`config.mk`:
```
export PLATFORM = sky130hd
export DESIGN_NAME = fetch_pc_unit
export DESIGN_NICKNAME = d
export VERILOG_FILES = /design/src/rtl/fetch_pc_unit.sv
export SDC_FILE = /design/constraint.sdc
export NUM_CORES = 2
export LEC_CHECK = 0
export CAP_MARGIN = 10
export CORE_ASPECT_RATIO = 1.75
export CORE_MARGIN = 2
export CORE_UTILIZATION = 40
export DETAILED_ROUTE_END_ITERATION = 8
export PLACE_DENSITY = 0.53
export SLEW_MARGIN = 20
export SYNTH_ARGS = -nofsm -noshare
export SYNTH_HDL_FRONTEND = slang
export SYNTH_SLANG_ARGS = --single-unit
```
`constraint.sdc`:
```
create_clock -name clk -period 5.9 [get_ports clk]
set_clock_uncertainty 0.2 [all_clocks]
set_input_delay 1.18 -clock clk [delete_from_list [all_inputs] [get_ports clk]]
set_output_delay 1.18 -clock clk [all_outputs]
set_load 0.03 [all_outputs]
```
`src/rtl/fetch_pc_unit.sv`:
```
// rtl/fetch_pc_unit.sv - fetch PC register with direct-mapped BTB and next-PC select
module fetch_pc_unit #(
  parameter int                        INST_BIT_WIDTH = 32,
  parameter int                        BTB_ENTRIES    = 64,
  parameter logic [INST_BIT_WIDTH-1:0] RESET_PC       = '0
) (
  input  logic                      clk,
  input  logic                      reset,
  input  logic                      stall,
  input  logic                      redirect,
  input  logic [INST_BIT_WIDTH-1:0] redirect_pc,
  input  logic                      btb_update,
  input  logic [INST_BIT_WIDTH-1:0] btb_update_pc,
  input  logic [INST_BIT_WIDTH-1:0] btb_update_target,
  input  logic                      prediction,
  output logic [INST_BIT_WIDTH-1:0] pc,
  output logic                      pc_valid,
  output logic                      pred_taken,
  output logic [INST_BIT_WIDTH-1:0] pred_target
);

  localparam int IDX_W = $clog2(BTB_ENTRIES);
  localparam int TAG_W = INST_BIT_WIDTH - IDX_W - 2;

  logic [INST_BIT_WIDTH-1:0] r_pc;
  logic [BTB_ENTRIES-1:0]    r_valid;
  logic [TAG_W-1:0]          r_tag    [BTB_ENTRIES];
  logic [INST_BIT_WIDTH-1:0] r_target [BTB_ENTRIES];

  logic [IDX_W-1:0]          w_idx;
  logic [TAG_W-1:0]          w_tag;
  logic [IDX_W-1:0]          w_upd_idx;
  logic [TAG_W-1:0]          w_upd_tag;
  logic                      w_hit;
  logic [INST_BIT_WIDTH-1:0] w_next_pc;

  assign w_idx     = r_pc[IDX_W+1:2];
  assign w_tag     = r_pc[INST_BIT_WIDTH-1:IDX_W+2];
  assign w_upd_idx = btb_update_pc[IDX_W+1:2];
  assign w_upd_tag = btb_update_pc[INST_BIT_WIDTH-1:IDX_W+2];

  // Lookup reads the registered arrays, so a same-cycle write is seen next cycle.
  assign w_hit       = r_valid[w_idx] && (r_tag[w_idx] == w_tag);
  assign pred_target = w_hit ? r_target[w_idx] : '0;
  assign pred_taken  = w_hit && prediction;
  assign pc          = r_pc;
  assign pc_valid    = !reset && !redirect;

  always_comb begin
    w_next_pc = r_pc + INST_BIT_WIDTH'(4);
    if (redirect)
      w_next_pc = redirect_pc;
    else if (stall)
      w_next_pc = r_pc;
    else if (pred_taken)
      w_next_pc = pred_target;
  end

  always_ff @(posedge clk or posedge reset) begin
    if (reset) begin
      r_pc    <= RESET_PC;
      r_valid <= '0;
    end else begin
      r_pc <= w_next_pc;
      if (btb_update)
        r_valid[w_upd_idx] <= 1'b1;
    end
  end

  // Tag and target need no reset; the valid bits alone gate a hit.
  always_ff @(posedge clk) begin
    if (btb_update) begin
      r_tag[w_upd_idx]    <= w_upd_tag;
      r_target[w_upd_idx] <= btb_update_target;
    end
  end

endmodule

```
Word level (Yosys, flattened, before mapping) --
Memory sizes are Yosys's and may differ from the RTL's. Cells that the tools add are included.
Storage, ports and cells: bits in registers 96, RAM bits 3584, output and inout bits 66, memories 2
Memory list:
- r_target | depth 64, bits a word 32, read ports 1, clocked after Yosys merged registers in 0, wr ports 1, RTL line 28 | logic [INST_BIT_WIDTH-1:0] r_target [BTB_ENTRIES];
- r_tag | depth 64, bits a word 24, read ports 1, clocked after Yosys merged registers in 0, wr ports 1, RTL line 27 | logic [TAG_W-1:0] r_tag [BTB_ENTRIES];
Operators by class: add/subtract/negate cells 1, magnitude comparators 3, eq/ne operators 2, mux-type cells 10, bitwise operators 1, reduce and logical (&&, ||, !) cells 6
Operator list (count):
- two-way mux 32 bit | 4
- OR 64 bit | 1
- adder 32 x 3 -> 32 bit (second input constant) | 1
- equality test 24 bit | 1
- less-than comparator 6 x 7 -> 1 bit (second input constant) | 2
- binary-select mux 1 bit (select 6 bit) | 1
- demux 1 bit (select 6 bit) | 1
- >= comparator 6 x 1 -> 1 bit (second input constant) | 1
- logical AND 1 bit | 4
- two-way mux 1 bit | 4
- logical NOT 1 bit | 2
- != test 2 x 1 -> 1 bit (second input constant) | 1

Depth between registers and ports, before layout --
word-level depth 7, mapped depth 20, gate-level depth less buffers 11

Least setup slack after synthesis --
Ideal clock, no wire load.
path kind flip-flop to output port, from register r_pc[3], in the netlist pc[3], to output pred_target[23], arrival time 4.287 ns, required time 4.520 ns, path slack 0.233 ns, cell stages (with the launch flop) 16, path buffers 11, path through dfrtp_1 > buf_6 > buf_8 > buf_8 > buf_8 > buf_8 > buf_6 > buf_6 > buf_4 > clkbuf_1 > buf_2 > buf_1 > mux4_2 > mux4_2 > mux4_2 > and3_1
On the way: cells in the longest elaborated chain, start to end 4, elaborated cells between the ends (all ways) 7, those cells by class eq/ne: 1; mux: 3; reduce/logical: 1; memory: 2
RTL lines:
- from (decl) | RTL line 25 | logic [INST_BIT_WIDTH-1:0] r_pc;
- from (signal assigned) | RTL line 64 | r_pc <= w_next_pc;
- memory read (64 x 24 bit) or binary-select mux 1 bit (select 6 bit) (tied branches)
- equality test 24 bit or two-way mux 1 bit (tied branches) | RTL line 43 | assign w_hit = r_valid[w_idx] && (r_tag[w_idx] == w_tag);
- logical AND 1 bit | RTL line 43
- two-way mux 32 bit (*) | RTL line 44 | assign pred_target = w_hit ? r_target[w_idx] : '0;
- to (decl) | RTL line 19 | output logic [INST_BIT_WIDTH-1:0] pred_target
Mark *: on every way between the ends. The rest lies on a longest branch, timed or not. The select of a mux whose other input is x is not followed.

Worst setup path in the final report --
from register r_pc[3], in the netlist pc[3], to output pred_target[24]
The elaborated chain is that of the path after synthesis.

==> out/metrics.csv <==
metric;value;unit
maxSlewViolCount;0;
final_antenna_net_count;0;
timing.final.hold_violations;0;
power.share.combinational;0.116;
clockBufferDepth;4;
portBuffers;165;
ys_async_sr_fraction;0.0261;
seq_power_share;0.499;
syn_area_per_cell;22.9;µm²
synthCells;6225;
hpwl;257000;µm
power;0.0583;W
routedWlPerCell;39.8;µm
pwr-share-clk;0.385;
clock.fmax;0.153;GHz
internal-power;0.0445;W
place_area;154000;µm²
register_area;110000;µm²
cpPeakStageDelay;0.58;ns
tightest_slew;1.18;ns
io_pins;168;
path_cells;buf_12 -> buf_16 -> mux4_2 -> mux4_2 -> o211ai_1 -> mux2i_1 -> and3b_1 -> nor4b_4 -> and3_4 -> buf_12 -> and3_4 -> buf_12;
seq_area_frac_synth;0.770;
switching_share;0.237;
clockRootBuffer;clkbuf_16;
antenna_found_initial;38;
peakVddDrop;0.257;mV
gp_congestion;0.915;
drv_cap;0;
critPathArrivalTime;5.15;ns
viasPerCell;6.06;
syn_area;143000;µm²
layout-drive-gt1-share;0.331;
cts_tree;built;
crit_path_top_delay_cell;mux4_2;
cp_common_cell;buf_12;
die-area;362000;µm²
synth_area_leader_cell;edfxtp_1;
cp_top_family;multiplexers;
clk_pin_slew;0.07;ns
crit_fanout;18;
num_vias;71800;
ys_ff_latch;3680;
hold_slack;0.266;ns
cellLeakagePower;52.7;nW
drcViolationCount;0;
multiInputGateArea;31800;µm²
ys.flop_type;edfxtp_1;
rows;290;
required;4.52;ns
critPathKind;flop to output port;
ys_types;88;
synth_top_area_share;0.754;
htree_num_levels;5;
fin_area;167000;µm²
clk_latency;0.94;ns
layout_setup_ws;-0.626;ns
die_w;456;µm
drt-total-wl;471000;µm
cp-end-kind;output port;
grt_usage;0.256;
setup_viol;33;
grt_pass1_vias;73000;
start_util;0.401;
synth_fp_nets;6328;
synth-edff-count;3584;
slew_headroom;0.210;
cts.sinks;3680;
power.density;349;nW/µm²
first_iter_violations;8786;
outcome;finished, violations left;
cts_buffers;336;
hold_class;flop to flop;
switchingPower;0.0138;W
post-route-period-util;1.11;
rsz0062_at_grt;yes;
grt_pass1_wl;632000;µm
post-route-min-period;6.53;ns
fin_nets;6986;
drt_pass1_iterations;5;
final_util;0.469;
final.fill_count;29000;
failed_checks;negative setup slack;
synth_area_leaders;edfxtp_1 (75%), mux4_2 (16%), dfrtp_1 (1.7%);
grt.overflow.total;0;
grt_max_degree;134;
path_buf_inv;4;
die_y;794;µm
start_kind;flop;
syn_to_final_growth;16.9;%
yosys_warnings;0;
core_area;356000;µm²
==> final timing paths <==
path	from	end	slack, ns	cells past startpoint
setup reg to reg	pc[2]	pc[26]	0.78	15
hold reg to reg	r_valid[52]	r_valid[52]	0.27	1
min in group asynchronous	reset	pc[21]	0.41	2
hold / removal	r_valid[52]	r_valid[52]	0.27	1
setup / recovery	pc[3]	pred_target[24]	-0.63	12
max in group asynchronous	reset	r_valid[47]	4.12	3
==> placed cells by master, fill, tap and decap left out, types with 48 or more instances in the layout <==
cell             instances
a21oi_1                 55
a22oi_1                 48
buf_12                 157
buf_4                  344
clkbuf_1                56
clkbuf_16              347
clkdlybuf4s50_1         74
clkinv_1                74
clkinv_2                50
dfrtp_1                 90
edfxtp_1              3584
mux2i_1                160
mux4_2                1008
nand2_1                122
nor2_1                  61
nor2_4                  66
or2_2                   70
==> what timing repair did <==
action                                 4_1_cts  5_1_grt
setup buffers                               45        5
endpoints found under the hold margin        0        0
hold buffers                                 0        0
pin swaps                                   29       13
cloned                                      16        4
setup endpoints to repair                   33       33
resized for setup                          138       31
==> power groups by stage <==
stage	clock [W]	sequential, W	combinational [W]
after floorplan	0	0.0296	0.00342
after global placement	0	0.0297	0.00630
after detailed placement	0	0.0297	0.00634
after CTS	0.0228	0.0291	0.00670
after global routing	0.0237	0.0291	0.00697
final	0.0224	0.0291	0.00674
==> stage by stage <==
stage,worst slack [ns],cells,TNS (ns)
final,-0.626,11800,-17.78
after global routing,-0.628,11800,-18.54
after CTS,-0.566,11800,-17.56
after detailed placement,0.0505,11100,0
after global placement,-0.0167,11100,-0.196
after floorplan,0.233,6225,0
==> cells in the mapped netlist (all sizes together) (5+ instances only) <==
cell    number
nand2      124
edfxtp    3584
inv         16
o211ai      10
o41ai       10
nand3b       9
o31a         6
o22a         6
and2        21
nand2b      10
o21a        11
a41oi        8
nor2       131
a21o         7
a221o        5
or3          7
or3b         6
xnor2       25
nand4       15
nand3       46
o22ai       30
a22o        18
and3        50
nor4         8
a211oi      11
o21ai       40
buf        220
o221ai      11
a221oi      17
mux2i      162
dfrtp       96
or2         70
a31oi       16
o311ai       5
mux4      1017
clkbuf     128
mux2        33
a22oi       55
a21oi       56
o31ai       13
xor2        11
nor3        34
a211o        7
nor2b       17
==> layout make-up <==
cell class              instances  area share
diodes                         22    0.000330
repair buffers                668      0.0484
well taps                    4672      0.0350
inverters                      17    0.000472
clock buffers                 401      0.0528
clock inverters               201      0.0130
multi-input cells            2180       0.191
flip-flops and latches       3680       0.659
==> registers in the layout (all words and copies together) (netlist names) <==
name,count
r_target,2048
r_tag,1536
r_valid,64
pc,32
==> layer usage <==
metal	track usage	vias to the layer above	share of wire
li1	-	27900	-
met1	0.310	39900	0.37
met2	0.451	3167	0.52
met3	0.0425	812	0.066
met4	0.109	18	0.048
met5	0	-	0.00023
==> cell families (layout without fill, tap and decap cells) <==
family	count (synthesis)	in the layout	synth area share
buffers and inverters	365	1287	0.0137
XOR/XNOR	36	36	0.00221
multiplexers	1212	1212	0.175
AND/OR/NAND/NOR	563	563	0.0202
flip-flops	3680	3680	0.770
AO/OA/AOI/OAI	368	368	0.0189
adder cells (fa/ha/maj)	1	1	0.0000876
other	0	22	0
Note: power is estimated with default switching activity, not from simulation.
